**config.mk**
```make
export PLATFORM = sky130hd
export DESIGN_NAME = vga_timing_monitor
export DESIGN_NICKNAME = d
export VERILOG_FILES = /design/src/rtl/vga_timing_monitor.sv
export SDC_FILE = /design/constraint.sdc
export NUM_CORES = 1
export LEC_CHECK = 0
export ABC_AREA = 1
export CAP_MARGIN = 20
export CORE_UTILIZATION = 33
export CTS_CLUSTER_SIZE = 12
export DETAILED_ROUTE_END_ITERATION = 6
export SLEW_MARGIN = 20
export SYNTH_ARGS = -nofsm -noshare
export SYNTH_HDL_FRONTEND = slang
export SYNTH_SLANG_ARGS = --single-unit
```
**constraint.sdc**
```tcl
create_clock -name clk -period 3.79 [get_ports clk]
set_clock_uncertainty 0.1 [all_clocks]
set_input_delay 1.137 -clock clk [delete_from_list [all_inputs] [get_ports clk]]
set_output_delay 1.137 -clock clk [all_outputs]
set_load 0.02 [all_outputs]
```
**src/rtl/vga_timing_monitor.sv**
```systemverilog
// vga_timing_monitor: recovers pixel coordinates from a VGA timing stream, measures line/frame
// lengths, checks sync edge placement and qualifies the stream with a SEARCH/CHECK/LOCKED FSM.
module vga_timing_monitor #(
    parameter int H_TOTAL      = 1344,
    parameter int H_SYNC_START = 1048,
    parameter int H_SYNC_WIDTH = 136,
    parameter int V_TOTAL      = 806,
    parameter int V_SYNC_START = 771,
    parameter int V_SYNC_WIDTH = 6,
    parameter int LOCK_FRAMES  = 2
) (
    input  logic        clk,
    input  logic        rst,
    input  logic        hsync_in,
    input  logic        vsync_in,
    input  logic        hblnk_in,
    input  logic        vblnk_in,
    output logic [10:0] hcount_out,
    output logic [9:0]  vcount_out,
    output logic        frame_start,
    output logic [10:0] h_total_meas,
    output logic [9:0]  v_total_meas,
    output logic        locked,
    output logic        err_pulse,
    output logic [2:0]  err_code
);
    localparam logic [10:0] HT  = 11'(H_TOTAL);
    localparam logic [10:0] HSR = 11'(H_SYNC_START);
    localparam logic [10:0] HSF = 11'(H_SYNC_START + H_SYNC_WIDTH);
    localparam logic [9:0]  VT  = 10'(V_TOTAL);
    localparam logic [9:0]  VSR = 10'(V_SYNC_START);
    localparam logic [9:0]  VSF = 10'(V_SYNC_START + V_SYNC_WIDTH);
    localparam logic [3:0]  LF  = 4'(LOCK_FRAMES);

    typedef enum logic [1:0] {SEARCH, CHECK, LOCKED} state_t;

    // Bit order of both stream stages: {hsync, vsync, hblnk, vblnk}
    logic [3:0]  s1_q, s2_q;
    logic [10:0] h_ctr_q, h_n, h_inc, h_meas_q;
    logic [9:0]  v_ctr_q, v_n, v_inc, v_meas_q;
    logic [3:0]  good_q, good_d;
    logic [2:0]  err_d, err_code_q;
    logic        hfall, vfall, hs_rise, hs_fall, vs_rise, vs_fall, err_valid;
    logic        frame_start_q, err_pulse_q;
    state_t      state_q, state_d;

    always_comb begin
        hfall   = !s1_q[1] && s2_q[1];
        vfall   = hfall && !s1_q[0] && s2_q[0];
        hs_rise = s1_q[3] && !s2_q[3];
        hs_fall = !s1_q[3] && s2_q[3];
        vs_rise = s1_q[2] && !s2_q[2];
        vs_fall = !s1_q[2] && s2_q[2];
        h_inc   = h_ctr_q + 11'd1;
        v_inc   = v_ctr_q + 10'd1;
        h_n     = hfall ? '0 : (&h_ctr_q) ? h_ctr_q : h_inc;
        v_n     = vfall ? '0 : (hfall && !(&v_ctr_q)) ? v_inc : v_ctr_q;
        err_d[0] = (hfall && h_inc != HT) || (&h_n);
        err_d[1] = (vfall && v_inc != VT) || (&v_n);
        err_d[2] = (hs_rise && h_n != HSR) || (hs_fall && h_n != HSF)
                || (vs_rise && (h_n != '0 || v_n != VSR))
                || (vs_fall && (h_n != '0 || v_n != VSF));
        err_valid = state_q != SEARCH && |err_d;
    end

    // An error outranks a simultaneous frame start outside SEARCH
    always_comb begin
        state_d = state_q;
        good_d  = good_q;
        if (state_q == SEARCH) begin
            state_d = vfall ? CHECK : SEARCH;
            good_d  = vfall ? '0 : good_q;
        end else if (|err_d) begin
            state_d = SEARCH;
        end else if (vfall && state_q == CHECK) begin
            good_d  = good_q + 4'd1;
            state_d = (good_q + 4'd1 == LF) ? LOCKED : CHECK;
        end
    end

    always_ff @(posedge clk or posedge rst) begin
        if (rst) begin
            s1_q          <= '0;
            s2_q          <= '0;
            h_ctr_q       <= '0;
            v_ctr_q       <= '0;
            h_meas_q      <= '0;
            v_meas_q      <= '0;
            good_q        <= '0;
            err_code_q    <= '0;
            frame_start_q <= 1'b0;
            err_pulse_q   <= 1'b0;
            state_q       <= SEARCH;
        end else begin
            s1_q          <= {hsync_in, vsync_in, hblnk_in, vblnk_in};
            s2_q          <= s1_q;
            h_ctr_q       <= h_n;
            v_ctr_q       <= v_n;
            h_meas_q      <= hfall ? h_inc : h_meas_q;
            v_meas_q      <= vfall ? v_inc : v_meas_q;
            good_q        <= good_d;
            err_code_q    <= err_valid ? err_d : err_code_q;
            frame_start_q <= vfall;
            err_pulse_q   <= err_valid;
            state_q       <= state_d;
        end
    end

    assign hcount_out   = h_ctr_q;
    assign vcount_out   = v_ctr_q;
    assign frame_start  = frame_start_q;
    assign h_total_meas = h_meas_q;
    assign v_total_meas = v_meas_q;
    assign locked       = state_q == LOCKED;
    assign err_pulse    = err_pulse_q;
    assign err_code     = err_code_q;
endmodule
```
==> flow_metrics.env, run 1 <==
export IMPL_slew_limit_headroom_pct=47.5
export IMPL_clk_latency_ns=0.35
export IMPL_io_pins=54
export IMPL_power_density_nw_per_um2=542
export IMPL_area_delta_synth_final_pct=25.8
export IMPL_status="finished clean"
export IMPL_core_area_um2=9820
export IMPL_finalCritPeriodShare_pct=77.8
export IMPL_wl_per_cell_um=12.2
export IMPL_fillers=1030
export IMPL_diodes=0
export IMPL_cp_required_ns=3.93
export IMPL_synthXorXnorAreaFrac_pct=1.30
export IMPL_cts_sinks=61
export IMPL_timing_setup_critical_path_class="reg2reg"
export IMPL_async_flop_share_pct=100
export IMPL_synthCells=439
export IMPL_synthAdderAreaFrac_pct=1.86
export IMPL_layout_nets=508
export IMPL_globalRoute_totalOverflow=0
export IMPL_dp_cells=619
export IMPL_drt_initial_drc_count=104
export IMPL_cts_buffers=9
export IMPL_cp_arrival_ns=3.09
export IMPL_peakVddDrop_v=0.000278
export IMPL_wirelength_mm=7.77
export IMPL_tightest_slew_ns=0.786
export IMPL_syn_nets=450
export IMPL_instances_no_fill=635
export IMPL_grt_max_degree=30
export IMPL_grt_pass1_wl_mm=13.4
export IMPL_hold_path_class="reg2reg"
export IMPL_synth_edf_count=0
export IMPL_crit_path_end_kind="flop"
export IMPL_design_area_um2=4230
export IMPL_layout_setup_ws_ns=0.843
export IMPL_h_tree_depth=3
export IMPL_yosys_area_share_simple_pct=36.2
export IMPL_drv_cap=0
export IMPL_clockBufferDepth=2
export IMPL_fin_tns_setup_ns=0
export IMPL_cts_tree="done"
export IMPL_die_area_um2=10600
export IMPL_post_route_drc_count=0
export IMPL_synth_compound_area_share_pct=5.99
export IMPL_dp_hpwl_mm=5.76
export IMPL_ys_warn_count=0
export IMPL_synth_area_um2=3360
export IMPL_yosysSeqAreaShare_pct=45.4
export IMPL_synthFlopType="dfrtp_1"
export IMPL_viasPerCell=4.63
export IMPL_clk_pin_slew_worst_paths_ns=0.07
export IMPL_crit_fanout=29
export IMPL_root_buffer="clkbuf_8"
export IMPL_antenna_found_initial=0
export IMPL_hold_ws_ns=0.288
export IMPL_slew_violations=0
export IMPL_die_w_um=103
export IMPL_final_cell_mix="nand2_1 (135), dfrtp_1 (61), inv_1 (59)"
export IMPL_fp_row_count=36
export IMPL_rsz0062_at_grt="false"
export IMPL_start_kind="flop"
export IMPL_synth_mux_area_share_pct=0
export IMPL_first_global_vias=2877
export IMPL_firstDrtPassIters=4
export IMPL_ctsHoldBuffers=0
export IMPL_gp_congestion=0.858
export IMPL_io_buffers=53
export IMPL_fp_dieH_um=103
export IMPL_vias=2939
export IMPL_p_leak_nw=2.10
export IMPL_yosysUniqueCellTypes=36
export IMPL_setup_viol=0
export IMPL_track_usage_pct=16.5
export IMPL_drive_gt1_share_pct=9.56
export IMPL_synth_area_per_cell_um2=7.66
export IMPL_cts_repair_resized=0
export IMPL_multi_input_area_um2=1530
export IMPL_ys_ff_latch=61
export IMPL_start_util_pct=34.2
export IMPL_cts_setup_buffers=0
export IMPL_area_sequential_um2=1530
export IMPL_fmax_ghz=0.339
export IMPL_final_common_cell="nand2_1"
export IMPL_synth_top_family_by_area="simple AND/OR/NAND/NOR gates"
export IMPL_min_period_ns=2.95
export IMPL_dp_slack_ns=0.863
export IMPL_dpl_cell_area_um2=4020
export IMPL_final_hold_violation_count=0
export IMPL_ant_nets=0
-- final cells by class --
class                   instances  area share [%]
clock inverters                 3            1.01
flip-flops and latches         61            36.1
repair buffers                 56            13.1
well taps                     133            3.94
inverters                      64            5.80
clock buffers                  13            4.00
multi-input cells             305            36.1
-- power breakdown --
part           switching (mW)  total [mW]  internal, mW
Combinational           0.474       0.802         0.328
Sequential              0.114       0.878         0.764
Clock                   0.257       0.613         0.357
-- cell families (layout without fill, tap and decap cells) --
family,Yosys count,in the layout
AO/OA/AOI/OAI,35,35
flip-flops,61,61
AND/OR/NAND/NOR,260,260
buffers and inverters,73,136
adder cells (fa/ha/maj),5,5
XOR/XNOR,5,5
-- per-stage QoR --
step | util [%] | total power [mW]
finish | 43.1 | 2.29
global route | 43.1 | 2.45
CTS | 43.1 | 2.32
detailed placement | 40.9 | 1.70
global placement | 40.9 | 1.69
floorplan | - | 1.36
-- critical path: stages (launching register included) --
cell and delay (ns):
dfrtp_1 0.40, nor2_4 0.46, inv_1 0.52, nand3_1 0.29, nand2_1 0.11, nor2_2 0.11
nand2_1 0.06, nor2_1 0.13, nand3_1 0.11, nand2_2 0.10, nand4_4 0.14, nand2_4 0.11
nand2_2 0.07, nand2_1 0.08, nand2_1 0.04
-- per-layer routing --
metal,routed length (um),up-vias,track usage [%]
met5,0,-,0
met4,109,0,5.42
met3,304,11,5.08
met2,3610,56,26.5
met1,3750,1370,21.3
li1,-,1502,-
-- Yosys cell counts (7+ instances only) --
cell,number,area [um^2]
nor2_1,43,161
o21ai_0,23,115
nand3_1,39,195
inv_1,60,225
dfrtp_1,61,1530
nand2_1,135,507
nand4_1,7,43.8
-- state kept, by name, summed over array words and instances (netlist names) --
name and count:
err_code 3, err_pulse 1, frame_start 1, good_q 4
h_total_meas 11, hcount_out 11, s1_q 4, s2_q 4
state_q 2, v_total_meas 10, vcount_out 10
-- worst paths after layout --
kind,from,slack (ns),endpoint,cells after the start
worst min register to register,s1_q[0]$_DFF_PP0_,0.29,s2_q[0]$_DFF_PP0_,0
max in group asynchronous,rst,1.83,v_total_meas[4]$_DFFE_PP0P_,3
worst max register to register,s1_q[1]$_DFF_PP0_,0.84,good_q[3]$_DFFE_PP0P_,14
worst max-delay path,s1_q[1]$_DFF_PP0_,0.84,good_q[3]$_DFFE_PP0P_,14
worst min-delay path,s1_q[0]$_DFF_PP0_,0.29,s2_q[0]$_DFF_PP0_,0
min in group asynchronous,rst,1.07,err_pulse$_DFF_PP0_,2
(Power assumes the default switching activity.)
==> inputs of run 2 (changes only) <==
Clock period 3.79 ns to 2.6 ns, I/O delays scaled along.
==> run 2 against run 1 <==
Effect of this change: clock power grew 48%; cell count is 4.6% higher; routed wire length grew 7.5%; die area is the same; clock-buffer cell count decreased by 2; setup slack got worse by 0.83 ns; sequential power rose by 45%; first-iteration DRC count down 30%; core utilization increased by 5.4 points; combinational power is 77% higher; critical path type unchanged; critical endpoint is now good_q[2]$_DFFE_PP0P_; largest power group is now combinational logic.
==> flow_metrics.env, run 2 (synthesis results as in run 1) <==
export IMPL_status="finished clean"
export IMPL_clk_pin_slew_worst_paths_ns=0.07
export IMPL_tightest_slew_ns=0.606
export IMPL_start_util_pct=34.2
export IMPL_fmax_ghz=0.387
export IMPL_setup_viol=0
export IMPL_grt_pass1_wl_mm=12.9
export IMPL_crit_path_end_kind="flop"
export IMPL_crit_fanout=6
export IMPL_hold_ws_ns=0.289
export IMPL_globalRoute_totalOverflow=0
export IMPL_root_buffer="clkbuf_8"
export IMPL_diodes=0
export IMPL_hold_path_class="reg2reg"
export IMPL_final_hold_violation_count=0
export IMPL_final_cell_mix="nand2_1 (110), dfrtp_1 (58), inv_1 (56)"
export IMPL_cts_buffers=9
export IMPL_die_area_um2=10600
export IMPL_power_density_nw_per_um2=757
export IMPL_fin_tns_setup_ns=0
export IMPL_drive_gt1_share_pct=26.0
export IMPL_h_tree_depth=3
export IMPL_wirelength_mm=8.35
export IMPL_grt_max_degree=24
export IMPL_core_area_um2=9820
export IMPL_finalCritPeriodShare_pct=99.5
export IMPL_cts_tree="done"
export IMPL_area_delta_synth_final_pct=41.5
export IMPL_antenna_found_initial=0
export IMPL_slew_limit_headroom_pct=59.5
export IMPL_io_pins=54
export IMPL_fp_dieH_um=103
export IMPL_firstDrtPassIters=4
export IMPL_cp_required_ns=2.73
export IMPL_power_mw=3.60
export IMPL_peakVddDrop_v=0.000473
export IMPL_final_common_cell="nand2_1"
export IMPL_drv_cap=0
export IMPL_dp_hpwl_mm=5.91
export IMPL_track_usage_pct=16.2
export IMPL_p_leak_nw=2.33
export IMPL_clk_latency_ns=0.34
export IMPL_ant_nets=0
export IMPL_slew_violations=0
export IMPL_io_buffers=53
export IMPL_die_w_um=103
export IMPL_post_route_drc_count=0
export IMPL_timing_setup_critical_path_class="reg2reg"
export IMPL_start_kind="flop"
export IMPL_first_global_vias=2749
export IMPL_layout_nets=537
export IMPL_fp_row_count=36
export IMPL_min_period_ns=2.59
export IMPL_clockBufferDepth=2
export IMPL_cts_sinks=61
export IMPL_cp_arrival_ns=2.72
export IMPL_vias=3066
export IMPL_gp_congestion=0.863
export IMPL_drt_initial_drc_count=73
export IMPL_wl_per_cell_um=12.6
export IMPL_rsz0062_at_grt="true"
export IMPL_viasPerCell=4.62
[run 2: cell type report]
type	count	area, um^2
fill	973	5060
multi-input combinational	306	1820
sequential	61	1530
timing repair buffer	84	787
inverter	64	245
tap	133	166
clock buffer	11	131
clock inverter	5	75.1
[run 2: final timing paths]
kind,from,slack (ns),end,cells after the start
setup reg to reg,vcount_out[1]$_DFF_PP0_,0.01,good_q[2]$_DFFE_PP0P_,16
min in group asynchronous,rst,0.60,state_q[1]$_DFFE_PP0P_,2
hold / removal,s1_q[0]$_DFF_PP0_,0.29,s2_q[0]$_DFF_PP0_,0
setup / recovery,vcount_out[1]$_DFF_PP0_,0.01,good_q[2]$_DFFE_PP0P_,16
hold reg to reg,s1_q[0]$_DFF_PP0_,0.29,s2_q[0]$_DFF_PP0_,0
max in group asynchronous,rst,1.30,vcount_out[2]$_DFF_PP0_,3
[run 2: worst max-delay path, stage by stage (launching register included)]
cell	delay [ns]
dfrtp_1	0.40
ha_4	0.18
nand2_4	0.06
nor2_4	0.22
nand2_1	0.07
nand2_1	0.13
nand3_1	0.09
nor3_1	0.29
nand3_1	0.12
nand2_1	0.09
nand2_2	0.09
nor2_4	0.13
nand4_4	0.15
nand2_4	0.14
nand2_4	0.07
nand2_2	0.09
nand2_2	0.05
[run 2: routing by layer]
metal / wire, um / track usage, %
met5: 0 / 0
met4: 189 / 7.91
met3: 324 / 4.00
met2: 3970 / 24.8
met1: 3860 / 21.4
[run 2: power by group]
part           internal [mW]  leakage, nW  switching [mW]
sequential              1.12        0.768           0.154
combinational          0.604         1.45           0.819
clock                  0.535        0.107           0.371
[run 2: stage by stage]
step	setup WS (ns)	cell area, um^2	cells	util [%]
3_3_place_gp	0.103	4110	630	41.9
4_1_cts	0.0208	4320	646	44.0
2_1_floorplan	0.189	3360	439	-
3_5_place_dp	0.0441	4110	630	41.9
5_1_grt	-0.154	4760	664	48.4
6_report	0.0128	4760	664	48.4
[run 2: repair_timing]
item | in CTS | in global routing
hold buffers | 0 | 0
setup endpoints to repair | 0 | 10
resized for setup | 0 | 87
buffers inserted | 0 | 17
==> inputs of run 3 (changes only) <==
Settings changed: ABC_AREA 1 to not set.
==> run 3 against run 2 <==
Effect of this change: the flow now finishes with violations (negative setup slack); synthesized area is 5.5% higher; sequential share of layout area down 4.4 points; power shrank 3.4%; routed wire length is 34% higher; core utilization is 4.8 points higher; non-clock buffer count grew 100; highest routed layer unchanged.
==> flow_metrics.env, run 3 <==
export IMPL_status="complete, but fails checks"
export IMPL_violations="negative setup slack"
export IMPL_setup_viol=10
export IMPL_hold_ws_ns=0.277
export IMPL_crit_chain="ha_4, and4_4, nand3_2, a211oi_2, o2111ai_2, a221o_1, a221o_2, or3_4, a311o_1"
export IMPL_yosysUniqueCellTypes=66
export IMPL_final_common_cell="buf_4"
export IMPL_dp_hpwl_mm=7.86
export IMPL_area_delta_synth_final_pct=55.9
export IMPL_yosys_area_top_type="dfrtp_1"
export IMPL_dp_cells=664
export IMPL_cpMaxStageDelayCell="dfrtp_2"
export IMPL_wirelength_mm=11.2
export IMPL_gp_congestion=0.930
export IMPL_ys_ff_latch=61
export IMPL_cts_buffers=9
export IMPL_power_density_nw_per_um2=629
export IMPL_hold_path_class="reg2reg"
export IMPL_critPathBufInv=0
export IMPL_core_area_um2=10400
export IMPL_first_global_vias=3637
export IMPL_globalRoute_totalOverflow=0
export IMPL_root_buffer="clkbuf_8"
export IMPL_viasPerCell=5.21
export IMPL_io_buffers=53
export IMPL_synthCells=386
export IMPL_grt_max_degree=62
export IMPL_timing_setup_critical_path_class="reg2reg"
export IMPL_synthFlopType="dfrtp_1"
export IMPL_dpl_cell_area_um2=5050
export IMPL_start_util_pct=34.2
export IMPL_synth_most_common_cell="dfrtp_1"
export IMPL_fin_tns_setup_ns=-3.95
export IMPL_clk_latency_ns=0.34
export IMPL_antenna_found_initial=0
export IMPL_cp_required_ns=2.72
export IMPL_fp_row_count=37
export IMPL_diodes=0
export IMPL_design_area_um2=5530
export IMPL_fmax_ghz=0.322
export IMPL_final_cell_mix="buf_4 (126), dfrtp_1 (55), clkdlybuf4s50_1 (53)"
export IMPL_die_area_um2=11200
export IMPL_synth_top_area_share_pct=43.1
export IMPL_async_flop_share_pct=100
export IMPL_min_period_ns=3.10
export IMPL_ant_nets=0
export IMPL_power_mw=3.48
export IMPL_drt_initial_drc_count=208
export IMPL_cts_sinks=61
export IMPL_ys_warn_count=0
export IMPL_synth_area_leaders="dfrtp_1 (43%), nand2_1 (4.2%), o21ai_0 (4.2%)"
export IMPL_hold_end="s2_q[2]$_DFF_PP0_"
export IMPL_r2r_end="good_q[1]$_DFFE_PP0P_"
export IMPL_die_w_um=106
export IMPL_critPathTopFamily="compound AO/OA/AOI/OAI gates"
export IMPL_crit_path_end_kind="flop"
export IMPL_peakVddDrop_v=0.000240
export IMPL_reg2reg_depth=9
export IMPL_drv_cap=0
export IMPL_synth_edf_count=0
export IMPL_fp_dieH_um=106
export IMPL_finalCritPeriodShare_pct=119
export IMPL_firstDrtPassIters=4
export IMPL_layout_nets=563
export IMPL_h_tree_depth=3
export IMPL_syn_nets=397
export IMPL_synth_area_um2=3540
export IMPL_cp_arrival_ns=3.23
export IMPL_cts_tree="done"
export IMPL_slew_violations=0
export IMPL_min_path_cells=0
export IMPL_max_stage_delay_ns=0.43
export IMPL_rr_startpoint="hcount_out[1]$_DFF_PP0_"
export IMPL_rrSetupSlack_ns=-0.50
export IMPL_post_route_drc_count=0
export IMPL_clockBufferDepth=2
export IMPL_synth_area_per_cell_um2=9.18
export IMPL_vias=3612
export IMPL_hold_start="s1_q[2]$_DFF_PP0_"
export IMPL_p_leak_nw=2.37
export IMPL_tightest_slew_ns=0.385
export IMPL_crit_start="hcount_out[1]$_DFF_PP0_"
export IMPL_start_kind="flop"
export IMPL_slew_limit_headroom_pct=74.2
export IMPL_drive_gt1_share_pct=34.6
export IMPL_clk_pin_slew_worst_paths_ns=0.07
export IMPL_crit_fanout=6
export IMPL_io_pins=54
export IMPL_final_hold_violation_count=0
export IMPL_wl_per_cell_um=16.1
export IMPL_layout_setup_ws_ns=-0.502
export IMPL_yosysSeqAreaShare_pct=43.1
export IMPL_instances_no_fill=693
export IMPL_rsz0062_at_grt="true"
export IMPL_grt_pass1_wl_mm=18.4
export IMPL_track_usage_pct=20.9
export IMPL_synthTopCellsByCount="dfrtp_1 (61), nand2_1 (40), o21ai_0 (30)"
[run 3: cell count changes after synthesis, sizes merged, moves of 6 or more]
cell	before	now
o211ai	0	6
nand2	142	40
inv	63	8
a21oi	4	16
nor4	0	7
xnor2	3	13
nor2b	0	8
and3	0	7
buf	3	14
nor2	53	22
clkbuf	6	15
o21ai	24	30
nand3	44	21
mux2i	0	6
[run 3: final cells by class]
class	instances	area (um^2)
multi-input combinational	287	2050
fill	944	4840
sequential	61	1530
tap	136	170
timing repair buffer	184	1540
inverter	9	33.8
clock inverter	4	47.5
clock buffer	12	145
[run 3: metrics by stage]
stage / setup WS (ns) / util (%)
floorplan: -0.680 / -
global placement: -0.584 / 48.7
detailed placement: -0.628 / 48.7
CTS: -0.473 / 52.4
global route: -0.560 / 53.3
finish: -0.502 / 53.3
[run 3: cell families (layout without fill, tap and decap cells)]
group,after synthesis,after routing,synth area share (%)
fa+ha+maj,5,5,1.76
mux,7,7,2.01
simple gates,150,150,22.3
buf+inv,38,209,4.84
flops,61,61,43.1
compound gates,105,105,21.0
xor+xnor,20,20,4.94
[run 3: report_power, final]
part | total (mW) | leakage, nW | internal (mW) | switching [mW]
Combinational | 1.40 | 1.48 | 0.722 | 0.682
Sequential | 1.22 | 0.793 | 1.08 | 0.135
Clock | 0.853 | 0.0964 | 0.467 | 0.387
[run 3: repair_timing]
item                       CTS  global route
setup endpoints to repair   10            10
buffers inserted            11             3
gates resized for setup     25            18
hold endpoints to repair     0             0
hold buffers                 0             0
pin swaps                   12             7
[run 3: worst max-delay path by stage]
stage	endpoint	slack (ns)	depth (start not counted)
5_1_grt	good_q[1]$_DFFE_PP0P_	-0.56	8
3_5_place_dp	good_q[1]$_DFFE_PP0P_	-0.63	9
4_1_cts	good_q[1]$_DFFE_PP0P_	-0.47	9
2_1_floorplan	good_q[1]$_DFFE_PP0P_	-0.68	11
6_report	good_q[1]$_DFFE_PP0P_	-0.50	9
3_3_place_gp	good_q[1]$_DFFE_PP0P_	-0.58	9
[run 3: worst register-to-register path, stage by stage, from the launching register on]
cell and delay, ns:
dfrtp_2 0.43, ha_4 0.20, and4_4 0.24, nand3_2 0.08, a211oi_2 0.30, o2111ai_2 0.16
a221o_1 0.38, a221o_2 0.37, or3_4 0.37, a311o_1 0.37
[run 3: per-layer routing]
layer  up-vias  global-route usage (%)  part of all wire (%)
met2        95                    33.6                    47
li1       1746                       -                     -
met4         0                    6.45                   1.8
met5         -                       0                     0
met1      1751                    28.7                    48
met3        20                    3.40                   3.7
